`config.mk`:
```
export PLATFORM = sky130hd
export DESIGN_NAME = fetch_decode_buffer
export DESIGN_NICKNAME = d
export VERILOG_FILES = /design/src/rtl/pipeline_pkg.sv /design/src/rtl/fetch_decode_buffer.sv
export SDC_FILE = /design/constraint.sdc
export NUM_CORES = 1
export LEC_CHECK = 0
export ABC_AREA = 1
export CAP_MARGIN = 0
export CORE_MARGIN = 2
export CORE_UTILIZATION = 46
export CTS_CLUSTER_DIAMETER = 40
export DETAILED_ROUTE_END_ITERATION = 12
export PLACE_DENSITY = 0.77
export SYNTH_ARGS = -nofsm -noshare
export SYNTH_HDL_FRONTEND = slang
export SYNTH_SLANG_ARGS = --single-unit
```
`constraint.sdc`:
```
create_clock -name clk -period 2.6 [get_ports clk]
set_input_delay 0.39 -clock clk [delete_from_list [all_inputs] [get_ports clk]]
set_output_delay 0.39 -clock clk [all_outputs]
set_load 0.1 [all_outputs]
```
`src/rtl/pipeline_pkg.sv`:
```
// -----------------------------------------------------------------------------
// pipeline_pkg
// Shared definitions for the IF/ID and ID/EX pipeline registers.
//   fd_state_e     : fetch/decode joiner state (EXPECT_OP, WAIT_IMM)
//   NEEDS_IMM      : opcode prefix (word[15:13]) of two-word instructions
//   NOP_INSTR      : default instruction word presented during bubbles
//   decode_pkt_t   : decode packet {valid, instr, imm, pc}
//   needs_imm()    : true when an opcode word is followed by an immediate
//   bubble_pkt()   : builds an invalid packet carrying the given NOP word
// -----------------------------------------------------------------------------
package pipeline_pkg;

    typedef enum logic [0:0] {
        EXPECT_OP = 1'b0,
        WAIT_IMM  = 1'b1
    } fd_state_e;

    localparam logic [2:0]  NEEDS_IMM = 3'b110;
    localparam logic [15:0] NOP_INSTR = 16'h0000;

    typedef struct packed {
        logic        valid;
        logic [15:0] instr;
        logic [15:0] imm;
        logic [15:0] pc;
    } decode_pkt_t;

    // Two-word instructions are identified purely by their top three bits.
    function automatic logic needs_imm(input logic [15:0] word);
        return (word[15:13] == NEEDS_IMM);
    endfunction

    // A bubble carries no address and no immediate, only the NOP word.
    function automatic decode_pkt_t bubble_pkt(input logic [15:0] nop_word);
        decode_pkt_t p;
        p.valid = 1'b0;
        p.instr = nop_word;
        p.imm   = 16'h0000;
        p.pc    = 16'h0000;
        return p;
    endfunction

endpackage

```
`src/rtl/fetch_decode_buffer.sv`:
```
// -----------------------------------------------------------------------------
// fetch_decode_buffer
// IF/ID pipeline register. Joins an opcode word and its 16-bit immediate into a
// single registered decode packet, holds the packet while the hazard unit
// stalls, and drops any partially assembled instruction on a flush.
//
// Parameters
//   NOP_WORD         instruction word presented while decode_valid = 0
// Ports
//   clk              pipeline clock (rising edge)
//   rst              asynchronous active-high reset
//   instruction_buf  16-bit word from fetch
//   fetch_valid      instruction_buf is meaningful this cycle
//   fetch_pc         address of instruction_buf
//   stall            hold the current decode packet
//   jump_occured     conditional jump taken (flush)
//   direct_jump      unconditional jump (flush)
//   interrupt        interrupt entry (flush)
//   decode_valid     packet is a real instruction
//   decode_instr     opcode word
//   decode_imm       immediate word (0 for one-word instructions)
//   decode_pc        address of the opcode word
//   fetch_hold       fetch must not advance its PC this cycle (combinational)
// -----------------------------------------------------------------------------
module fetch_decode_buffer
    import pipeline_pkg::*;
#(
    parameter logic [15:0] NOP_WORD = NOP_INSTR
) (
    input  logic        clk,
    input  logic        rst,
    input  logic [15:0] instruction_buf,
    input  logic        fetch_valid,
    input  logic [15:0] fetch_pc,
    input  logic        stall,
    input  logic        jump_occured,
    input  logic        direct_jump,
    input  logic        interrupt,
    output logic        decode_valid,
    output logic [15:0] decode_instr,
    output logic [15:0] decode_imm,
    output logic [15:0] decode_pc,
    output logic        fetch_hold
);

    fd_state_e   state_q,   state_d;
    logic [15:0] op_hold_q, op_hold_d;
    logic [15:0] pc_hold_q, pc_hold_d;
    decode_pkt_t pkt_q,     pkt_d;

    logic        flush_s;

    // Flush sources and the fetch back-pressure output.
    always_comb begin
        flush_s    = jump_occured | direct_jump | interrupt;
        // A flush redirects fetch anyway, so it must never be held back.
        fetch_hold = stall & ~flush_s;
    end

    // Next-state and next-packet logic; priority is flush, then stall, then accept.
    always_comb begin
        state_d   = state_q;
        op_hold_d = op_hold_q;
        pc_hold_d = pc_hold_q;
        pkt_d     = pkt_q;

        if (flush_s) begin
            // Any half-assembled two-word instruction is discarded.
            state_d   = EXPECT_OP;
            op_hold_d = 16'h0000;
            pc_hold_d = 16'h0000;
            pkt_d     = bubble_pkt(NOP_WORD);
        end else if (stall) begin
            // Everything freezes, including a pending opcode in WAIT_IMM.
            state_d   = state_q;
            op_hold_d = op_hold_q;
            pc_hold_d = pc_hold_q;
            pkt_d     = pkt_q;
        end else if (fetch_valid) begin
            case (state_q)
                EXPECT_OP: begin
                    if (needs_imm(instruction_buf)) begin
                        // Park the opcode; decode sees a bubble this cycle.
                        op_hold_d = instruction_buf;
                        pc_hold_d = fetch_pc;
                        pkt_d     = bubble_pkt(NOP_WORD);
                        state_d   = WAIT_IMM;
                    end else begin
                        pkt_d.valid = 1'b1;
                        pkt_d.instr = instruction_buf;
                        pkt_d.imm   = 16'h0000;
                        pkt_d.pc    = fetch_pc;
                        state_d     = EXPECT_OP;
                    end
                end
                WAIT_IMM: begin
                    // The accepted word is the immediate of the parked opcode.
                    pkt_d.valid = 1'b1;
                    pkt_d.instr = op_hold_q;
                    pkt_d.imm   = instruction_buf;
                    pkt_d.pc    = pc_hold_q;
                    state_d     = EXPECT_OP;
                end
                default: begin
                    state_d   = EXPECT_OP;
                    op_hold_d = 16'h0000;
                    pc_hold_d = 16'h0000;
                    pkt_d     = bubble_pkt(NOP_WORD);
                end
            endcase
        end else begin
            // Fetch had nothing this cycle: emit a bubble, keep the FSM where it is.
            pkt_d = bubble_pkt(NOP_WORD);
        end
    end

    // State, hold and packet registers with asynchronous reset.
    always_ff @(posedge clk or posedge rst) begin
        if (rst) begin
            state_q   <= EXPECT_OP;
            op_hold_q <= 16'h0000;
            pc_hold_q <= 16'h0000;
            pkt_q     <= bubble_pkt(NOP_WORD);
        end else begin
            state_q   <= state_d;
            op_hold_q <= op_hold_d;
            pc_hold_q <= pc_hold_d;
            pkt_q     <= pkt_d;
        end
    end

    // Packet fields drive the decode stage straight from flops.
    always_comb begin
        decode_valid = pkt_q.valid;
        decode_instr = pkt_q.instr;
        decode_imm   = pkt_q.imm;
        decode_pc    = pkt_q.pc;
    end

endmodule

```
After elaboration in Yosys (flattened, before gate mapping)

Cells that the tools add are included.

Register bits after elaboration: 82
Input bits: 39
Output and inout port bits: 50
Logic and storage cells: 39

Eq/ne operators: 3
Mux-type cells: 20
Bitwise logic cells: 5
Reduce and logical (&&, ||, !) cells: 4

Operator list:

| cell                 | number |
|---|---|
| $mux W49             | 4 |
| $mux W16             | 10 |
| $pmux W49 S2         | 1 |
| $mux W1              | 4 |
| $ne A2 B1 Y1 const B | 2 |
| $reduce_and A4 Y1    | 1 |
| $reduce_bool A2 Y1   | 2 |
| $eq A3 B3 Y1 const B | 1 |
| $not A1 Y1           | 2 |
| $or A1 B1 Y1         | 2 |
| $pmux W1 S2          | 1 |
| $reduce_and A2 Y1    | 1 |
| $and A1 B1 Y1        | 1 |

Depth between registers and ports, before layout

Depth in word-level cells: 6
Gate-level depth with buffers: 7
Mapped depth without buffers: 6

Worst setup path after synthesis

Ideal clock, no wire load.

Path kind: input port to output port
Start: input direct_jump
End: output fetch_hold
Arrival time: 1,224 ps
Data required time: 2,210 ps
Slack: 986 ps
Stages: 4
Path buffers: 1
Path through: nor2_4 > nand2_4 > nor2_4 > buf_2

Word-level cells in the longest chain between the ends: 4

Ends and longest elaborated chain:

| element                    | RTL line                  | RTL |
|---|---|---|
| start: declaration         | fetch_decode_buffer.sv:37 | `input logic direct_jump,` |
| $or A1 B1 Y1 (2 in series) | fetch_decode_buffer.sv:55 | `flush_s = jump_occured \| direct_jump \| interrupt;` |
| $not A1 Y1                 | fetch_decode_buffer.sv:57 | `fetch_hold = stall & ~flush_s;` |
| $and A1 B1 Y1              | fetch_decode_buffer.sv:57 |  |
| end: declaration           | fetch_decode_buffer.sv:43 | `output logic fetch_hold` |

Every way passes these cells.

Final worst setup path

Same ends and word-level chain as after synthesis.

==> reports/metrics.csv <==
metric,value,unit
holdCritPathClass,in2async,
clkPwrFrac,0.376,
die-area,9450,µm²
crit-reg2reg-launch,state_q,
final_area,4960,µm²
drtPass1Iterations,5,
fin_setup_tns,0,ns
grt_max_degree,63,
ys_ff_latch,82,
end_kind,output pin,
dp_slack,0.468,ns
vias,3648,
required,2.21,ns
finClkSkew,0.0124,ns
grt_pass1_vias,3536,
power.density,505,nW/µm²
p_int,0.00185,W
combPwrFrac,0.108,
synth_most_common_cell,nand2_1,
switching_share,0.262,
cts-root-buf,clkbuf_8,
yosysSeqAreaShare,0.513,
clock.fmax,0.491,GHz
worst_pin_slew,0.959,ns
outcome,"complete, no violations",
syn_nets,546,
ir_drop,0.248,mV
syn_avg_cell_area,7.88,µm²
fp.dieH,97.2,µm
grt-ovfl-total,0,
ys.flop_type,dfrtp_1,
synth_cell_type_count,23,
boundaryPins,89,
hold_viol_final,0,
ctsHtreeMaxLevel,3,
io_buffers,88,
core_area,8550,µm²
slew_headroom,0.360,
finalCriticalPeriod,2.04,ns
layout.nets,618,
rows,34,
synth_edf_count,0,
yosys_warnings,0,
area_delta_synth_final,24.2,%
start_util,0.467,
seqPwrFrac,0.516,
finalSetupViolations,0,
crit_arrival,1.65,ns
place.gp.congestion,0.869,
holdBufCountCts,0,
drv_slew,0,
crit_fanout,22,
start_kind,input port,
n_fill_cell,799,
multi_input_area,1620,µm²
drt_wl_total,9780,µm
drc,0,
clock_latency,0.36,ns
fin_ws,0.562,ns
synthTopCellsByArea,"dfrtp_1, nand3_1, nand2_1",
rsz0062_at_grt,false,
synth_top_area_cell,dfrtp_1,
post_cts_resize_count,0,
reg2reg_to,decode_instr[15],
viasPerCell,5.27,
post_cts_buffers,0,
seq_area,2050,µm²
ff2ff_path_depth,5,
track_usage,0.214,
drt_iter0_drc,255,
synthesis.area,4000,µm²
async_flop_share,1.00,
grt_pass1_wl,16700,µm
wl_per_cell,14.1,µm
cts_tree,yes,
cts_max_path_buffers,2,
clk_pin_slew_worst_paths,0.08,ns
post-dp-hpwl,6660,µm
cts_buffers,9,
drive_gt1_frac,0.159,
rrSetupSlack,0.82,ns
maxCapViolCount,0,
cts.sinks,82,
antenna_found_initial,0,
antenna_left,0,
critPathKind,in2out,
place_area,4760,µm²
synthCells,507,
netlist.area_leader.share,0.513,
diodes,0,
die-width,97.2,µm
post-route-period-util,0.784,
leakagePower,2.79,nW
switchingPower,0.000657,W
synth_top_cells_by_count,"nand2_1, nand3_1, dfrtp_1",
cells in the final DEF (no fill, tap or decap), types with 5 or more instances in the layout:
master / synthesis / routed
nor2_1: 66 / 66
nor3_1: 16 / 16
a21oi_1: 21 / 21
inv_1: 25 / 24
clkbuf_8: 0 / 10
inv_2: 5 / 5
clkdlybuf4s50_1: 0 / 38
dfrtp_1: 82 / 82
nand2_1: 136 / 136
nand3_1: 104 / 104
buf_4: 7 / 55
kinds of logic after synthesis:
logic type | Yosys count | synth area share
buffers and inverters | 65 | 0.0814
AO/OA/AOI/OAI | 25 | 0.0319
flip-flops | 82 | 0.513
AND/OR/NAND/NOR | 335 | 0.373
worst max-delay path, stage by stage:
cell and delay [ns]:
clkdlybuf4s50_1 0.45, nor2_4 0.19, nand2_4 0.22, nor2_4 0.21, buf_12 0.19
final cells by class:
class,instances,share of cell area
well taps,108,0.0272
clock inverters,6,0.0131
clock buffers,10,0.0277
inverters,31,0.0242
multi-input cells,360,0.326
repair buffers,95,0.168
flip-flops and latches,82,0.414
worst max path at each step:
| stage | from | to | slack (ns) | cells past startpoint |
|---|---|---|---|---|
| floorplan | rst | decode_imm[0] | 0.10 | 1 |
| finish | direct_jump | fetch_hold | 0.56 | 5 |
| detailed placement | stall | pc_hold_q[14] | 0.47 | 8 |
| global placement | stall | pc_hold_q[14] | 0.52 | 8 |
| CTS | direct_jump | fetch_hold | 0.57 | 5 |
| global route | direct_jump | fetch_hold | 0.49 | 5 |
sequential cells by signal, summed over array words and instances (netlist names):
register	cells
decode_imm	16
decode_instr	16
decode_pc	16
decode_valid	1
op_hold_q	16
pc_hold_q	16
state_q	1
power groups by stage:
stage / registers (W) / logic (W) / clock network (W)
5_1_grt: 0.00130 / 0.000294 / 0.00103
6_report: 0.00130 / 0.000270 / 0.000943
4_1_cts: 0.00130 / 0.000271 / 0.000959
3_5_place_dp: 0.00132 / 0.000270 / 0
3_3_place_gp: 0.00132 / 0.000266 / 0
2_1_floorplan: 0.00136 / 0.000127 / 0
per-layer routing:
metal / share of wire / global-route usage
met3: 0.064 / 0.0353
met5: 0 / 0
met1: 0.45 / 0.292
met4: 0.016 / 0.0834
met2: 0.47 / 0.344
per-stage QoR:
stage | utilization | hold WS (ns) | power, W | cells
floorplan | - | 0.469 | 0.00148 | 507
global placement | 0.557 | 0.460 | 0.00159 | 676
detailed placement | 0.557 | 0.469 | 0.00159 | 676
CTS | 0.580 | 0.419 | 0.00253 | 692
global route | 0.580 | 0.456 | 0.00262 | 692
finish | 0.580 | 0.409 | 0.00251 | 692
(Power assumes the default switching activity.)
